==> src/rtl/add_round_key_if.sv <==
// Bus bundle for the word-serial AddRoundKey stage: the column/key inputs,
// the combinational column result and the assembled 128-bit block.
interface add_round_key_if;
  logic [31:0]  state_in;
  logic [31:0]  round_key;
  logic [31:0]  state_out;
  logic         in_valid;
  logic         blk_clear;
  logic [1:0]   word_cnt;
  logic [127:0] block_out;
  logic         block_valid;

  modport master (
    output state_in, round_key, in_valid, blk_clear,
    input  state_out, word_cnt, block_out, block_valid
  );

  modport slave (
    input  state_in, round_key, in_valid, blk_clear,
    output state_out, word_cnt, block_out, block_valid
  );
endinterface

==> src/rtl/add_round_key.sv <==
// AES-128 AddRoundKey, one 32-bit column per cycle, with assembly of four
// XORed columns into a registered 128-bit block and a one-cycle done pulse.
module add_round_key (
  input  logic clk,
  input  logic rst_n,
  add_round_key_if.slave bus
);
  logic [1:0]   word_cnt_q, word_cnt_d;
  logic [31:0]  buf_q [3];
  logic [31:0]  buf_d [3];
  logic [127:0] block_out_q, block_out_d;
  logic         block_valid_q, block_valid_d;
  logic         capture;
  logic         last_word;

  assign bus.state_out   = bus.state_in ^ bus.round_key;
  assign bus.word_cnt    = word_cnt_q;
  assign bus.block_out   = block_out_q;
  assign bus.block_valid = block_valid_q;

  assign capture   = bus.in_valid && !bus.blk_clear;
  assign last_word = capture && (word_cnt_q == 2'd3);

  // Slot 3 is never buffered: it goes straight into block_out with slots 0..2.
  for (genvar gi = 0; gi < 3; gi++) begin : g_slot
    always_comb begin
      buf_d[gi] = buf_q[gi];
      if (bus.blk_clear) begin
        buf_d[gi] = '0;
      end else if (capture && (word_cnt_q == 2'(gi))) begin
        buf_d[gi] = bus.state_out;
      end
    end
  end

  always_comb begin
    word_cnt_d    = word_cnt_q;
    block_out_d   = block_out_q;
    block_valid_d = 1'b0;
    if (bus.blk_clear) begin
      word_cnt_d = 2'd0;
    end else if (capture) begin
      word_cnt_d = word_cnt_q + 2'd1;
      if (last_word) begin
        block_out_d   = {buf_q[0], buf_q[1], buf_q[2], bus.state_out};
        block_valid_d = 1'b1;
      end
    end
  end

  always_ff @(posedge clk) begin
    if (!rst_n) begin
      word_cnt_q    <= 2'd0;
      block_out_q   <= '0;
      block_valid_q <= 1'b0;
      for (int i = 0; i < 3; i++) buf_q[i] <= '0;
    end else begin
      word_cnt_q    <= word_cnt_d;
      block_out_q   <= block_out_d;
      block_valid_q <= block_valid_d;
      for (int i = 0; i < 3; i++) buf_q[i] <= buf_d[i];
    end
  end
endmodule

==> src/flat_wrapper.sv <==
// flat-port wrapper written by rule: the top's interface ports become plain ports
module add_round_key_flat 
  (clk, rst_n, bus_state_in, bus_round_key, bus_in_valid, bus_blk_clear, bus_state_out, bus_word_cnt, bus_block_out, bus_block_valid);
  add_round_key_if bus_i ();
  input  logic clk;
  input  logic rst_n;
  input wire logic [$bits(bus_i.state_in)-1:0] bus_state_in;
  input wire logic [$bits(bus_i.round_key)-1:0] bus_round_key;
  input wire logic [$bits(bus_i.in_valid)-1:0] bus_in_valid;
  input wire logic [$bits(bus_i.blk_clear)-1:0] bus_blk_clear;
  output wire logic [$bits(bus_i.state_out)-1:0] bus_state_out;
  output wire logic [$bits(bus_i.word_cnt)-1:0] bus_word_cnt;
  output wire logic [$bits(bus_i.block_out)-1:0] bus_block_out;
  output wire logic [$bits(bus_i.block_valid)-1:0] bus_block_valid;
  assign bus_i.state_in = bus_state_in;
  assign bus_i.round_key = bus_round_key;
  assign bus_i.in_valid = bus_in_valid;
  assign bus_i.blk_clear = bus_blk_clear;
  assign bus_state_out = bus_i.state_out;
  assign bus_word_cnt = bus_i.word_cnt;
  assign bus_block_out = bus_i.block_out;
  assign bus_block_valid = bus_i.block_valid;
  add_round_key u_core (.clk(clk), .rst_n(rst_n), .bus(bus_i));
endmodule
==> config.mk <==
export PLATFORM = sky130hd
export DESIGN_NAME = add_round_key_flat
export DESIGN_NICKNAME = d
export VERILOG_FILES = /design/src/rtl/add_round_key_if.sv /design/src/rtl/add_round_key.sv /design/src/flat_wrapper.sv
export SDC_FILE = /design/constraint.sdc
export NUM_CORES = 1
export LEC_CHECK = 0
export BUFFER_PORTS_ARGS = -buffer_cell sky130_fd_sc_hd__buf_2
export CORE_MARGIN = 1
export CORE_UTILIZATION = 52
export DETAILED_ROUTE_END_ITERATION = 10
export PLACE_DENSITY = 0.81
export SETUP_SLACK_MARGIN = 0.5
export SYNTH_ARGS = -nofsm -noshare
export SYNTH_HDL_FRONTEND = slang
export SYNTH_SLANG_ARGS = --single-unit
==> constraint.sdc <==
create_clock -name clk -period 1.85 [get_ports clk]
set_input_delay 0.185 -clock clk [delete_from_list [all_inputs] [get_ports clk]]
set_output_delay 0.185 -clock clk [all_outputs]
set_load 0.01 [all_outputs]
Yosys cells after proc, flatten, opt, wreduce, memory -nomap -nowiden --
Memory sizes are Yosys's and may differ from the RTL's. Index checks and enable logic that the tools add are counted.
Word-level totals: output and inout bits 163, bits in writable memories 96, memories kept 1, bits of input ports 68, flip-flop bits (word level) 131, logic and storage cells 37
Memories:
- u_core.buf_q | depth 3, bits a word 32, read ports 3, clocked after memory_dff 0, write ports 3, line add_round_key.sv:9 | logic [31:0] buf_q [3];
Cells by class: bitwise logic cells 7, muxes and demuxes 12, equality and inequality tests 3, add/sub/neg operators 1, reductions and logical operators 10
Operators by type and width (number):
- 2-to-1 mux 32 bit | 9
- bitwise XOR 32 bit | 1
- logical AND 1 bit | 5
- equality test 2 bit (second input constant) | 2
- 2-to-1 mux 1 bit | 3
- NOT 1 bit | 3
- OR 1 bit | 3
- AND reduction 3 bit | 1
- OR reduction 3 bit | 1
- adder 2 x 1 -> 2 bit (second input constant) | 1
- equality test 2 x 1 -> 1 bit (second input constant) | 1
- zero test 2 bit | 1
- OR reduction 2 bit | 1
- zero test 1 bit | 1

Longest topological paths before layout --
word-level depth 6, gate-level depth with buffers 7, depth with buffers taken out 5

Worst setup path before layout --
No wires, ideal clock.
path kind register to register, from register u_core.word_cnt_q[0], in the netlist u_core.bus.word_cnt[0], to memory u_core.buf_q[0][10], cell stages (with the launch flop) 7, path slack 0.393 ns, required time 1.764 ns, buffers on the path 2, period minus slack after synthesis 1.457 ns, arrival 1.372 ns, setup time 0.086 ns, cells stage by stage dfxtp_1 inv_1 ha_1 and3b_1 buf_4 buf_2 a211oi_1
RTL lines:
- from (decl) | line add_round_key.sv:8 | logic [1:0] word_cnt_q, word_cnt_d;
- from (signal assigned) | line add_round_key.sv:58 | word_cnt_q <= word_cnt_d;
- to (decl) | line add_round_key.sv:9

Worst setup path in the final report --
from register u_core.word_cnt_q[1], in the netlist u_core.bus.word_cnt[1], to register u_core.block_out_q[118], in the netlist u_core.bus.block_out[118] (read register of u_core.buf_q)
On the way: longest elaborated chain between the ends 3
RTL lines:
- equality test 2 bit | line add_round_key.sv:22 | assign last_word = capture && (word_cnt_q == 2'd3);
- logical AND 1 bit | line add_round_key.sv:22
- AND reduction 3 bit (no line)
- to (decl) | line add_round_key.sv:11 | logic [127:0] block_out_q, block_out_d;
No other way between the ends. A chain may end at the register's enable or synchronous reset.

==> metrics.txt <==
number of pins exceeding their max-slew limit in the final report=0; leading post-synthesis cells by cell area=sky130_fd_sc_hd__dfxtp_1 53%, sky130_fd_sc_hd__nand2_1 9.9%, sky130_fd_sc_hd__a211oi_1 8.5%; layout overhead on the synthesized area=54.4%; CTS tree=built; vertical die dimension=130 um; initial antenna violation count=0; wire per inst=21.6 um; synthesized flop and latch total=227; cell type group with the largest total delay on the critical path=flip-flops; category of the most critical setup path=flop to flop; portion of total power attributed to the clock network=0.446; clock transition at the registers of the reported paths=0.06 ns; crit path max fanout=7; most used flip-flop cell after synthesis=sky130_fd_sc_hd__dfxtp_1; Sequential Power Share=0.463; Worst Tran Pin Value=0.828 ns; Distinct cells, synth=19; placeable core area=15,900 um^2; overall routing resource usage=0.308; Overflow after GRT=0; Leakage=5.80 nW; Post-synth EDFFs=0; ys async rst share=0; Via Count=8,277; hold path start=bus_in_valid; Synth warnings=0; start of the worst register-to-register path=u_core.bus.word_cnt[1]$_SDFFE_PP0P_; switching power=2.53 mW; total I/O pin count=231; Antenna Cells=0; level count of the clock H-tree=1; terminus of the critical flop-to-flop path=u_core.bus.block_out[118]$_SDFFE_PN0P_; data required time at the worst endpoint=2.27 ns; Pwr per Cell Area=815 nW/um^2; final-report setup violation count=0; clk sinks=227; ratio of routed vias to standard cells=5.82; most used standard cell by instance count after synthesis=sky130_fd_sc_hd__dfxtp_1; global-route wire length before repair=39.8 mm; number of buffers added on ports=230; Post-Route Utilization=0.823; sort of element at the end of the critical path=flop; initial core utilization=0.533; slowest cell delay on critical path=0.39 ns; portion of total power attributed to combinational logic=0.091; cell types with the highest counts after synthesis=227 x sky130_fd_sc_hd__dfxtp_1, 224 x sky130_fd_sc_hd__nand2_1, 98 x sky130_fd_sc_hd__nor2_1, 96 x sky130_fd_sc_hd__a211oi_1, 71 x sky130_fd_sc_hd__a21boi_0; cell depth of the worst hold path=3; Total Negative Setup Slacks=0 ns; worst setup skew after layout=0.00610 ns; worst-case vdd ir drop=0.000712 V; share of final-layout standard cells stronger than drive strength 1=0.469; Worst-Skew Late Latency=0.50 ns; critical-path cell with the highest stage delay=sky130_fd_sc_hd__dfxtp_4; share of the synthesized area in the top cell type=0.535; cells after synthesis=927; final routed wirelength across all metal layers=30.7 mm; setup repair after global routing missed its margin=true; Die ar.=16,900 um^2; switching share of total power=0.236; internal power=8.17 mW; Root Driver=sky130_fd_sc_hd__clkbuf_16; library cell occupying the most area in the post-synthesis netlist=sky130_fd_sc_hd__dfxtp_1; endpoint of the worst hold-timing path=u_core.bus.word_cnt[1]$_SDFFE_PP0P_; half-perimeter wire length after detailed placement=12.5 mm; Placed Cells incl. Taps=1,314; count of buffering cells on the critical path with inverters included=2; largest net degree at the start of global routing=130; post-layout instance area=13,100 um^2; worst reg-to-reg path cell count=6; Placed Area=9760 um^2; initial DRC count=650; Setup crit start kind=flop; Achievable Freq=653 MHz; portion of the clock cycle consumed by the worst path in the final layout=0.828; Period minus WS final=1.53 ns; hold bufs inserted after CTS=0; post-route non-filler standard cell count=1,423; run status=finished clean; Syn Std Cell Area=8500 um^2; average size of a mapped cell=9.17 um^2; share of synthesized area occupied by flip-flops and latches=0.535; DRC violations left=0; placement row count=46; Antenna Violating Nets Remaining=0; Relative slew margins=0.444; worst min-delay path class=input pin to flop; arrival time worst endpoint=1.95 ns; x dimension of the die=130 um; R2R Setup Slk=0.32 ns; number of buffers created by CTS=22; max-capacitance violation count=0; first drt pass iteration count=6; buffers from clock root to sink, at most=3; Final #Nets=1,264; number of global-route vias before repair=7,345; count of endpoints failing hold in the final timing report=0; post-synthesis net count=999; gp weighted congestion=0.738; number of fillers in the final layout=859; critical path cell sequence=ha_4 -> and3b_4 -> buf_12 -> buf_16 -> nand2_1 -> a21boi_2
-- sequential cells by signal, summed over array words and instances, names as in the netlist --
name / flops
u_core.bus.block_valid: 1
u_core.bus.word_cnt: 2
u_core.buf_q: 96
u_core.bus.block_out: 128
-- cell usage in the layout (no fill, tap or decap), types with 27 or more instances in the layout --
| master | instances |
|---|---|
| sky130_fd_sc_hd__nor2_1 | 50 |
| sky130_fd_sc_hd__xnor2_1 | 27 |
| sky130_fd_sc_hd__inv_1 | 32 |
| sky130_fd_sc_hd__buf_2 | 229 |
| sky130_fd_sc_hd__a211oi_2 | 86 |
| sky130_fd_sc_hd__buf_16 | 29 |
| sky130_fd_sc_hd__dfxtp_1 | 225 |
| sky130_fd_sc_hd__a21boi_1 | 49 |
| sky130_fd_sc_hd__nand2_1 | 186 |
| sky130_fd_sc_hd__o211a_1 | 32 |
| sky130_fd_sc_hd__clkbuf_16 | 39 |
-- layout make-up --
type | instances | area [um^2] | area share
multi-input combinational | 591 | 4450 | 0.339
clock buffer | 30 | 674 | 0.0514
timing repair buffer | 316 | 2950 | 0.225
inverter | 34 | 133 | 0.0101
tap | 216 | 270 | 0.0206
clock inverter | 9 | 100 | 0.00763
sequential | 227 | 4550 | 0.347
-- per-stage QoR --
step | total power, mW | hold slack (ns) | setup slack [ns]
4_1_cts | 10.5 | 0.0379 | 0.371
3_3_place_gp | 5.67 | 0.437 | 0.358
2_1_floorplan | 5.42 | 0.426 | 0.489
5_1_grt | 11.0 | 0.0846 | 0.289
6_report | 10.7 | 0.0580 | 0.319
3_5_place_dp | 5.68 | 0.443 | 0.291
-- layer usage --
| layer | up-vias | GRT usage | wire length [um] |
|---|---|---|---|
| met1 | 4079 | 0.391 | 12300 |
| met3 | 116 | 0.0508 | 2320 |
| li1 | 3638 | - | - |
| met4 | 0 | 0.0971 | 1330 |
| met5 | - | 0 | 0 |
| met2 | 444 | 0.535 | 14700 |
-- repair_timing --
item                                    4_1_cts  5_1_grt
pin swaps                                    31      105
gates resized for setup                     150      227
cloned                                       28       17
endpoints found under the setup margin      214      230
setup buffers                                22        3
-- kinds of logic (layout without fill, tap and decap cells) --
kind of cell | count (synthesis) | after routing | share of synthesized area
buffers and inverters | 109 | 389 | 0.0686
multiplexers | 1 | 1 | 0.00118
XOR/XNOR | 33 | 33 | 0.0340
adder cells (fa/ha/maj) | 4 | 4 | 0.00589
flip-flops | 227 | 227 | 0.535
AO/OA/AOI/OAI | 224 | 224 | 0.207
AND/OR/NAND/NOR | 329 | 329 | 0.149
-- worst reg2reg max path, cell delays in order (launching register included) --
cell and delay (ns):
sky130_fd_sc_hd__dfxtp_4 0.39, sky130_fd_sc_hd__ha_4 0.14, sky130_fd_sc_hd__and3b_4 0.28, sky130_fd_sc_hd__buf_12 0.17
sky130_fd_sc_hd__buf_16 0.16, sky130_fd_sc_hd__nand2_1 0.11, sky130_fd_sc_hd__a21boi_2 0.20
-- worst max path at each step --
stage / startpoint / endpoint / slack (ns) / cells past startpoint
6_report: u_core.bus.word_cnt[1]$_SDFFE_PP0P_ / u_core.bus.block_out[118]$_SDFFE_PN0P_ / 0.32 / 6
5_1_grt: u_core.bus.word_cnt[1]$_SDFFE_PP0P_ / u_core.buf_q[0][54]$_SDFFE_PP0P_ / 0.29 / 7
4_1_cts: u_core.bus.word_cnt[1]$_SDFFE_PP0P_ / u_core.bus.block_out[45]$_SDFFE_PN0P_ / 0.37 / 6
3_5_place_dp: u_core.bus.word_cnt[1]$_SDFFE_PP0P_ / u_core.bus.block_out[12]$_SDFFE_PN0P_ / 0.29 / 5
3_3_place_gp: u_core.bus.word_cnt[1]$_SDFFE_PP0P_ / u_core.bus.block_out[1]$_SDFFE_PN0P_ / 0.36 / 5
2_1_floorplan: u_core.bus.word_cnt[0]$_SDFFE_PP0P_ / u_core.buf_q[0][10]$_SDFFE_PP0P_ / 0.49 / 6
-- power groups by stage --
stage	Sequential [mW]	Combinational [mW]	Clock [mW]
floorplan	5.05	0.377	0
global placement	5.05	0.628	0
detailed placement	5.05	0.636	0
CTS	4.94	0.837	4.75
global route	4.96	1.03	4.98
finish	4.96	0.972	4.77
Note: power is estimated with default switching activity, not from simulation.
